File: src/rtl/bsg_source_sync_output_mc_pkg.sv
// Shared types and sizing helpers for the multi-channel source-synchronous launch stage.
// Beat layout {valid, chan, data} is common to the output register and the override vector.
package bsg_source_sync_output_mc_pkg;

    localparam int sso_channels_lp = 4;
    localparam int sso_width_lp    = 8;

    function automatic int sso_id_w(input int channels);
        return (channels > 1) ? $clog2(channels) : 1;
    endfunction

    function automatic int sso_credit_w(input int lg_start_credits);
        return lg_start_credits + 1;
    endfunction

    localparam int sso_id_w_lp = sso_id_w(sso_channels_lp);

    typedef struct packed {
        logic                   valid;
        logic [sso_id_w_lp-1:0] chan;
        logic [sso_width_lp-1:0] data;
    } sso_beat_t;

endpackage

File: src/rtl/bsg_source_sync_output_mc_if.sv
// Core-side, token, control and io-side signals of the launch stage.
// io_parity_r_o exists only when BSG_SOURCE_SYNC_OUTPUT_MC_PARITY_EN is defined.
interface bsg_source_sync_output_mc_if
    import bsg_source_sync_output_mc_pkg::*;
#(
    parameter int channels_p = sso_channels_lp,
    parameter int width_p    = sso_width_lp
);
    localparam int id_w = sso_id_w(channels_p);

    logic [channels_p-1:0]         core_v_i;
    logic [channels_p*width_p-1:0] core_data_i;
    logic [channels_p-1:0]         core_yumi_o;
    logic [channels_p-1:0]         token_i;
    logic                          infinite_credits_i;
    logic                          override_en_i;
    logic [id_w+width_p:0]         override_valid_data_i;
    logic                          io_valid_r_o;
    logic [id_w-1:0]               io_chan_r_o;
    logic [width_p-1:0]            io_data_r_o;
    logic [channels_p-1:0]         credit_overflow_o;
`ifdef BSG_SOURCE_SYNC_OUTPUT_MC_PARITY_EN
    logic                          io_parity_r_o;
`endif

    modport master (
        input  core_v_i, core_data_i, token_i, infinite_credits_i,
        input  override_en_i, override_valid_data_i,
        output core_yumi_o, io_valid_r_o, io_chan_r_o, io_data_r_o, credit_overflow_o
`ifdef BSG_SOURCE_SYNC_OUTPUT_MC_PARITY_EN
        , output io_parity_r_o
`endif
    );

    modport slave (
        output core_v_i, core_data_i, token_i, infinite_credits_i,
        output override_en_i, override_valid_data_i,
        input  core_yumi_o, io_valid_r_o, io_chan_r_o, io_data_r_o, credit_overflow_o
`ifdef BSG_SOURCE_SYNC_OUTPUT_MC_PARITY_EN
        , input io_parity_r_o
`endif
    );

endinterface

File: src/rtl/bsg_sso_credit_counter.sv
// Per-channel credit pool: +2**d per token, -1 per send, clamped at the start value.
// Latency: credits_avail_o reflects this cycle's token/send on the next cycle.
// Backpressure: credits_avail_o=0 blocks the channel; overflow_o is sticky until reset.
module bsg_sso_credit_counter
    import bsg_source_sync_output_mc_pkg::*;
#(
    parameter int lg_start_credits_p              = 5,
    parameter int lg_credit_to_token_decimation_p = 3
) (
    input  logic clk_i,
    input  logic reset_n_i,
    input  logic token_i,
    input  logic send_i,
    output logic credits_avail_o,
    output logic overflow_o
);
    localparam int cw = sso_credit_w(lg_start_credits_p);
    localparam logic [cw:0] start_lp = (cw+1)'(2**lg_start_credits_p);
    localparam logic [cw:0] token_lp = (cw+1)'(2**lg_credit_to_token_decimation_p);

    logic [cw-1:0] credits_q, credits_d;
    logic          overflow_q, overflow_d;
    logic [cw:0]   sum;

    // One extra bit of headroom so start + token can be seen before clamping.
    always_comb begin
        sum = {1'b0, credits_q};
        if (token_i) sum = sum + token_lp;
        if (send_i)  sum = sum - (cw+1)'(1);
        credits_d  = sum[cw-1:0];
        overflow_d = overflow_q;
        if (sum > start_lp) begin
            credits_d  = start_lp[cw-1:0];
            overflow_d = 1'b1;
        end
    end

    always_ff @(posedge clk_i or negedge reset_n_i) begin
        if (!reset_n_i) begin
            credits_q  <= start_lp[cw-1:0];
            overflow_q <= 1'b0;
        end else begin
            credits_q  <= credits_d;
            overflow_q <= overflow_d;
        end
    end

    assign credits_avail_o = (credits_q != '0);
    assign overflow_o      = overflow_q;

endmodule

File: src/rtl/bsg_source_sync_output_mc.sv
// Round-robin merge of credit-gated channels onto one registered, channel-tagged io beat.
// Latency: 1 cycle from core_yumi_o to io_valid_r_o. Backpressure: no credits -> no yumi.
// Optional io_parity_r_o via BSG_SOURCE_SYNC_OUTPUT_MC_PARITY_EN.
module bsg_source_sync_output_mc
    import bsg_source_sync_output_mc_pkg::*;
#(
    parameter int channels_p                      = sso_channels_lp,
    parameter int width_p                         = sso_width_lp,
    parameter int lg_start_credits_p              = 5,
    parameter int lg_credit_to_token_decimation_p = 3,
    parameter logic [2*width_p-1:0] inactive_pattern_p = {width_p{2'b01}}
) (
    input  logic                         clk_i,
    input  logic                         reset_n_i,
    bsg_source_sync_output_mc_if.master  link
);
    localparam int id_w = sso_id_w(channels_p);
    localparam logic [id_w-1:0] last_chan_lp = id_w'(channels_p - 1);

    logic [channels_p-1:0] credits_avail, overflow, eligible, yumi, send;
    logic                  found_hi, found_lo, grant;
    logic [id_w-1:0]       win_hi, win_lo, winner, ptr_q, ptr_d;
    sso_beat_t             beat_q, beat_d;

    for (genvar i = 0; i < channels_p; i++) begin : g_ch
        bsg_sso_credit_counter #(
            .lg_start_credits_p              (lg_start_credits_p),
            .lg_credit_to_token_decimation_p (lg_credit_to_token_decimation_p)
        ) u_cnt (
            .clk_i           (clk_i),
            .reset_n_i       (reset_n_i),
            .token_i         (link.token_i[i]),
            .send_i          (send[i]),
            .credits_avail_o (credits_avail[i]),
            .overflow_o      (overflow[i])
        );
    end

    assign eligible = link.core_v_i & (credits_avail | {channels_p{link.infinite_credits_i}});

    // Lowest eligible index at/after the pointer wins; otherwise lowest below it (wrap).
    always_comb begin
        found_hi = 1'b0;
        found_lo = 1'b0;
        win_hi   = '0;
        win_lo   = '0;
        for (int c = channels_p - 1; c >= 0; c--) begin
            if (eligible[c]) begin
                if (id_w'(c) >= ptr_q) begin
                    found_hi = 1'b1;
                    win_hi   = id_w'(c);
                end else begin
                    found_lo = 1'b1;
                    win_lo   = id_w'(c);
                end
            end
        end
        winner = found_hi ? win_hi : win_lo;
        grant  = (found_hi | found_lo) & ~link.override_en_i;
        for (int c = 0; c < channels_p; c++) begin
            yumi[c] = grant && (winner == id_w'(c));
        end
        send = yumi & ~{channels_p{link.infinite_credits_i}};
    end

    always_comb begin
        beat_d.valid = 1'b0;
        beat_d.chan  = '0;
        beat_d.data  = inactive_pattern_p[width_p-1:0];
        ptr_d        = ptr_q;
        if (link.override_en_i) begin
            beat_d = sso_beat_t'(link.override_valid_data_i);
        end else if (grant) begin
            beat_d.valid = 1'b1;
            beat_d.chan  = winner;
            beat_d.data  = link.core_data_i[winner*width_p +: width_p];
            ptr_d        = (winner == last_chan_lp) ? '0 : winner + id_w'(1);
        end
    end

    always_ff @(posedge clk_i or negedge reset_n_i) begin
        if (!reset_n_i) begin
            beat_q <= '{valid: 1'b0, chan: '0, data: inactive_pattern_p[width_p-1:0]};
            ptr_q  <= '0;
        end else begin
            beat_q <= beat_d;
            ptr_q  <= ptr_d;
        end
    end

    assign link.core_yumi_o       = yumi;
    assign link.io_valid_r_o      = beat_q.valid;
    assign link.io_chan_r_o       = beat_q.chan;
    assign link.io_data_r_o       = beat_q.data;
    assign link.credit_overflow_o = overflow;

`ifdef BSG_SOURCE_SYNC_OUTPUT_MC_PARITY_EN
    logic parity_q, parity_d;

    always_comb begin
        parity_d = ^beat_d;
    end

    always_ff @(posedge clk_i or negedge reset_n_i) begin
        if (!reset_n_i) parity_q <= 1'b0;
        else            parity_q <= parity_d;
    end

    assign link.io_parity_r_o = parity_q;
`endif

endmodule

File: src/flat_wrapper.sv
// flat-port wrapper written by rule: the top's interface ports become plain ports
module bsg_source_sync_output_mc_flat import bsg_source_sync_output_mc_pkg::*;
#(
    parameter int channels_p                      = sso_channels_lp,
    parameter int width_p                         = sso_width_lp,
    parameter int lg_start_credits_p              = 5,
    parameter int lg_credit_to_token_decimation_p = 3,
    parameter logic [2*width_p-1:0] inactive_pattern_p = {width_p{2'b01}}
)
  (clk_i, reset_n_i, link_core_v_i, link_core_data_i, link_token_i, link_infinite_credits_i, link_override_en_i, link_override_valid_data_i, link_core_yumi_o, link_io_valid_r_o, link_io_chan_r_o, link_io_data_r_o, link_credit_overflow_o);
  bsg_source_sync_output_mc_if #(.channels_p(channels_p), .width_p(width_p)) link_i ();
  input  logic clk_i;
  input  logic reset_n_i;
  input wire logic [$bits(link_i.core_v_i)-1:0] link_core_v_i;
  input wire logic [$bits(link_i.core_data_i)-1:0] link_core_data_i;
  input wire logic [$bits(link_i.token_i)-1:0] link_token_i;
  input wire logic [$bits(link_i.infinite_credits_i)-1:0] link_infinite_credits_i;
  input wire logic [$bits(link_i.override_en_i)-1:0] link_override_en_i;
  input wire logic [$bits(link_i.override_valid_data_i)-1:0] link_override_valid_data_i;
  output wire logic [$bits(link_i.core_yumi_o)-1:0] link_core_yumi_o;
  output wire logic [$bits(link_i.io_valid_r_o)-1:0] link_io_valid_r_o;
  output wire logic [$bits(link_i.io_chan_r_o)-1:0] link_io_chan_r_o;
  output wire logic [$bits(link_i.io_data_r_o)-1:0] link_io_data_r_o;
  output wire logic [$bits(link_i.credit_overflow_o)-1:0] link_credit_overflow_o;
  assign link_i.core_v_i = link_core_v_i;
  assign link_i.core_data_i = link_core_data_i;
  assign link_i.token_i = link_token_i;
  assign link_i.infinite_credits_i = link_infinite_credits_i;
  assign link_i.override_en_i = link_override_en_i;
  assign link_i.override_valid_data_i = link_override_valid_data_i;
  assign link_core_yumi_o = link_i.core_yumi_o;
  assign link_io_valid_r_o = link_i.io_valid_r_o;
  assign link_io_chan_r_o = link_i.io_chan_r_o;
  assign link_io_data_r_o = link_i.io_data_r_o;
  assign link_credit_overflow_o = link_i.credit_overflow_o;
  bsg_source_sync_output_mc #(.channels_p(channels_p), .width_p(width_p), .lg_start_credits_p(lg_start_credits_p), .lg_credit_to_token_decimation_p(lg_credit_to_token_decimation_p), .inactive_pattern_p(inactive_pattern_p)) u_core (.clk_i(clk_i), .reset_n_i(reset_n_i), .link(link_i));
endmodule
File: config.mk
export PLATFORM = sky130hd
export DESIGN_NAME = bsg_source_sync_output_mc_flat
export DESIGN_NICKNAME = d
export VERILOG_FILES = /design/src/rtl/bsg_source_sync_output_mc_pkg.sv /design/src/rtl/bsg_source_sync_output_mc_if.sv /design/src/rtl/bsg_sso_credit_counter.sv /design/src/rtl/bsg_source_sync_output_mc.sv /design/src/flat_wrapper.sv
export SDC_FILE = /design/constraint.sdc
export NUM_CORES = 1
export LEC_CHECK = 0
export ABC_CLOCK_PERIOD_IN_PS = 10900
export BUFFER_PORTS_ARGS = -buffer_cell sky130_fd_sc_hd__buf_2
export CAP_MARGIN = 10
export CELL_PAD_IN_SITES_DETAIL_PLACEMENT = 1
export CELL_PAD_IN_SITES_GLOBAL_PLACEMENT = 2
export CORE_UTILIZATION = 25
export CTS_BUF_LIST = sky130_fd_sc_hd__clkbuf_4 sky130_fd_sc_hd__clkbuf_8 sky130_fd_sc_hd__clkbuf_16
export CTS_CLUSTER_DIAMETER = 100
export DETAILED_ROUTE_END_ITERATION = 8
export PLACE_DENSITY_LB_ADDON = 0.1
export SLEW_MARGIN = 20
export SYNTH_ARGS = -nofsm -noshare
export SYNTH_HDL_FRONTEND = slang
export SYNTH_HIERARCHICAL = 1
export SYNTH_SLANG_ARGS = --single-unit
File: constraint.sdc
create_clock -name clk_i -period 10.9 [get_ports clk_i]
set_input_delay 3.27 -clock clk_i [delete_from_list [all_inputs] [get_ports clk_i]]
set_output_delay 3.27 -clock clk_i [all_outputs]
set_load 0.03 [all_outputs]
==> results.md <==
* Area of the core at 13350 µm²
* Number of cell instances on the worst register-to-register path at 13
* Number of instances resized during post-cts repair at 0
* Number of hold violations in the final report at 0
* Via count at 3014
* Detailed-routing iteration count for the pre-antenna-repair pass at 4
* H-Tree Depth at 2
* Net count after synthesis at 430
* Reg-to-reg setup timing slack at 5.87 ns
* Type of the worst setup path: input port to output port
* Sinks on Clock Net at 41
* Count of inserted antenna diode cells at 0
* Setup fix buffers added after clock tree synthesis at 0
* Max transition margin at 38.90%
* Share of the cycle needed by the critical path after routing at 79.66%
* Setup-failing EPs final at 0
* Area of the multi-input gates at 2220 µm²
* Minimum clock period after layout at 8.683 ns
* Per-cell via count in the routed design at 4.982
* Number of routed nets with antenna violations at 0
* Final number of max-transition violations at 0
* Overall power consumption at 1.071 mW
* Share of the yosys chip area belonging to registers at 30.12%
* Status: completed
* Height of the die at 119.3 µm
* Number of cells traversed by the worst hold path at 1
* Final setup skew at 0.007419 ns
* Maximum clock frequency at 115.2 MHz
* Capturing element type of the critical path: output port
* Kind of start point of the critical path: input port
* Storage element area at 1036 µm²
* Worst IR drop on VDD at 0.08226 mV
* CTS buffer count at 5
* Initial antenna violation count at 1
* Avg Synthesized Cell Area at 9.502 µm²
* Half-perimeter wire length after placement at 8061 µm
* Most instantiated flip-flop cell in the synthesis netlist: sky130_fd_sc_hd__dfrtp_1
* Number of nets in the finished design at 496
* Cell Rows at 42
* Max-capacitance violation count at 0
* Port buffer count at 73
* Fraction of layout cells with a size suffix above 1 at 34.27%
* TritonCTS clock tree: done
* Post-synth cell types at 70
* Fraction of registers with async set or reset after synthesis at 100.0%
* Number of inserted filler cells in the final layout at 1602
* CTS root buffer: sky130_fd_sc_hd__clkbuf_16
* Insertion delay of the later-clocked pin in the worst-skew pair at 0.30 ns
* Largest net degree at the start of global routing at 42
* Deepest clock path buffer count at 2
* Area of the mapped netlist at 3440 µm²
* Synth Instances at 362
* Most frequent cell after synthesis: sky130_fd_sc_hd__dfrtp_1
* Power density normalized to cell area at 263.6 nW/µm²
* Clock transition at path regs at 0.06 ns
* Gr ovfl total at 0
* Vias in the first global route at 3219
* Data arrival, critical path at 5.41 ns
* Routed wire length at 10450 µm
* Count of warnings emitted by yosys at 6
* Largest cells by area after synthesis: sky130_fd_sc_hd__dfrtp_1 24%, sky130_fd_sc_hd__dfstp_2 6.1%, sky130_fd_sc_hd__ha_1 4.7%, sky130_fd_sc_hd__a21oi_1 3.5%, sky130_fd_sc_hd__nand2_1 2.9%
* Fraction of post-synthesis cell area in the top cell type by area at 24.01%
* Die Footprint at 14230 µm²
* Post-DR wirelength/cell at 17.27 µm
* Highest fanout seen on the critical path at 11
* Slew @ Worst Pin at 0.9145 ns
* Global-route usage over all layers at 15.46%
* Setup repair after global routing missed its margin: false
* Class of the tightest hold or removal check: flop to flop
* Required time of the critical path at 7.63 ns
* Wire length of the first global-routing pass at 17050 µm
* Cts-stage hold buffer count at 0
* Number of flops mapped to enable cells by yosys at 0
* Final weighted congestion in routability-driven placement at 0.7419
* Total negative setup slack at 0 ns
* Area growth, synth to finish at 18.15%
* Number of remaining DRC errors at 0
* Number of top-level pins at 74
* Most common library cells after synthesis: 33 x sky130_fd_sc_hd__dfrtp_1, 27 x sky130_fd_sc_hd__nand2_1, 27 x sky130_fd_sc_hd__nor2_1
* Iteration-0 DRC Markers at 80
* Starting Density at 25.77%
* Die width at 119.3 µm
* Number of synthesized register bits at 41
* Dominant cell type by area after synthesis: sky130_fd_sc_hd__dfrtp_1
* Cell leakage power at 1.686 nW
final timing paths:
| kind | to | from |
|---|---|---|
| min in group asynchronous | u_core/g_ch[3].u_cnt/credits_q[3]$_DFF_PN0_ | reset_n_i |
| max | link_core_yumi_o[3] | link_infinite_credits_i |
| min | u_core/g_ch[3].u_cnt/overflow_o$_DFFE_PN0N_ | u_core/g_ch[3].u_cnt/overflow_o$_DFFE_PN0N_ |
| min reg2reg | u_core/g_ch[3].u_cnt/overflow_o$_DFFE_PN0N_ | u_core/g_ch[3].u_cnt/overflow_o$_DFFE_PN0N_ |
| max reg2reg | u_core/g_ch[0].u_cnt/overflow_o$_DFFE_PN0N_ | u_core/g_ch[3].u_cnt/credits_q[0]$_DFF_PN0_ |
| max in group asynchronous | u_core/link.io_chan_r_o[1]$_DFF_PN0_ | reset_n_i |
final cells by class:
cell class	instances	area share, %
Clock buffer	8	3.787
Inverter	15	1.509
Multi-Input combinational cell	291	54.62
Sequential cell	41	25.49
Tap cell	176	5.419
Timing Repair Buffer	74	9.175
cells by family (layout without fill, tap and decap cells):
group,after synthesis,after routing,synth area share [%]
AND/OR/NAND/NOR,138,138,23.61
XOR/XNOR,23,23,6.512
buffers and inverters,30,97,5.347
adder cells (fa/ha/maj),13,13,4.729
AO/OA/AOI/OAI,100,100,23.94
multiplexers,17,17,5.747
flip-flops,41,41,30.12
state kept, by name, summed over array words and instances, names as in the netlist:
register / flops
u_core/g_ch.u_cnt/credits_q: 24
u_core/g_ch.u_cnt/overflow_o: 4
u_core/link.io_chan_r_o: 2
u_core/link.io_data_r_o: 8
u_core/link.io_valid_r_o: 1
u_core/ptr_q: 2
stage by stage:
stage / worst slack, ns / utilization (%) / hold WS [ns] / area [µm²] / std cells
floorplan: 2.910 / - / 0.5244 / 3440 / 362
global placement: 2.252 / 29.29 / 0.4428 / 3910 / 597
detailed placement: 2.219 / 29.29 / 0.4481 / 3910 / 597
CTS: 2.196 / 30.45 / 0.4673 / 4064 / 605
global route: 2.042 / 30.45 / 0.4841 / 4064 / 605
finish: 2.217 / 30.45 / 0.4631 / 4064 / 605
placed cells by master (no fill, tap or decap), types with 4 or more instances in the layout:
cell type	count
sky130_fd_sc_hd__xnor2_1	9
sky130_fd_sc_hd__nand2_1	27
sky130_fd_sc_hd__mux2i_1	7
sky130_fd_sc_hd__o22ai_1	4
sky130_fd_sc_hd__xor2_1	11
sky130_fd_sc_hd__nor3_2	4
sky130_fd_sc_hd__and2_1	6
sky130_fd_sc_hd__buf_2	73
sky130_fd_sc_hd__a31oi_1	5
sky130_fd_sc_hd__o21ai_0	6
sky130_fd_sc_hd__dfrtp_1	33
sky130_fd_sc_hd__o31a_1	4
sky130_fd_sc_hd__a211oi_1	4
sky130_fd_sc_hd__nand4_1	6
sky130_fd_sc_hd__nand2b_1	8
sky130_fd_sc_hd__mux2_2	5
sky130_fd_sc_hd__a21o_1	7
sky130_fd_sc_hd__a21oi_1	24
sky130_fd_sc_hd__ha_1	13
sky130_fd_sc_hd__nor2_1	27
sky130_fd_sc_hd__nor3_1	14
sky130_fd_sc_hd__a2111oi_2	4
sky130_fd_sc_hd__or4b_4	4
sky130_fd_sc_hd__inv_1	13
sky130_fd_sc_hd__a211oi_2	6
sky130_fd_sc_hd__a221oi_1	4
sky130_fd_sc_hd__dfstp_2	8
sky130_fd_sc_hd__and4b_1	4
sky130_fd_sc_hd__nor2b_1	8
sky130_fd_sc_hd__clkbuf_16	5
critical path: stages:
cell	delay (ns)
sky130_fd_sc_hd__buf_2	0.19
sky130_fd_sc_hd__o21ai_1	0.45
sky130_fd_sc_hd__o21a_1	0.20
sky130_fd_sc_hd__a22o_2	0.26
sky130_fd_sc_hd__clkinv_1	0.35
sky130_fd_sc_hd__ha_1	0.34
sky130_fd_sc_hd__and2_1	0.16
sky130_fd_sc_hd__buf_2	0.18
per-layer routing:
metal  wire length (µm)  part of all wire, %  GRT usage, %  vias up
met1               4685                   45         18.73     1498
met4                150                  1.4         5.391        2
li1                   -                    -             -     1474
met2               5284                   51         27.03       30
met5                 16                 0.15             0        -
met3                314                  3.0         3.113       10
power breakdown:
| part | internal [mW] | switching (mW) | total [mW] | leakage, nW |
|---|---|---|---|---|
| Clock | 0.0965 | 0.0644 | 0.161 | 0.0780 |
| Sequential | 0.219 | 0.0727 | 0.292 | 0.498 |
| Combinational | 0.245 | 0.373 | 0.618 | 1.11 |
(Power assumes the default switching activity.)
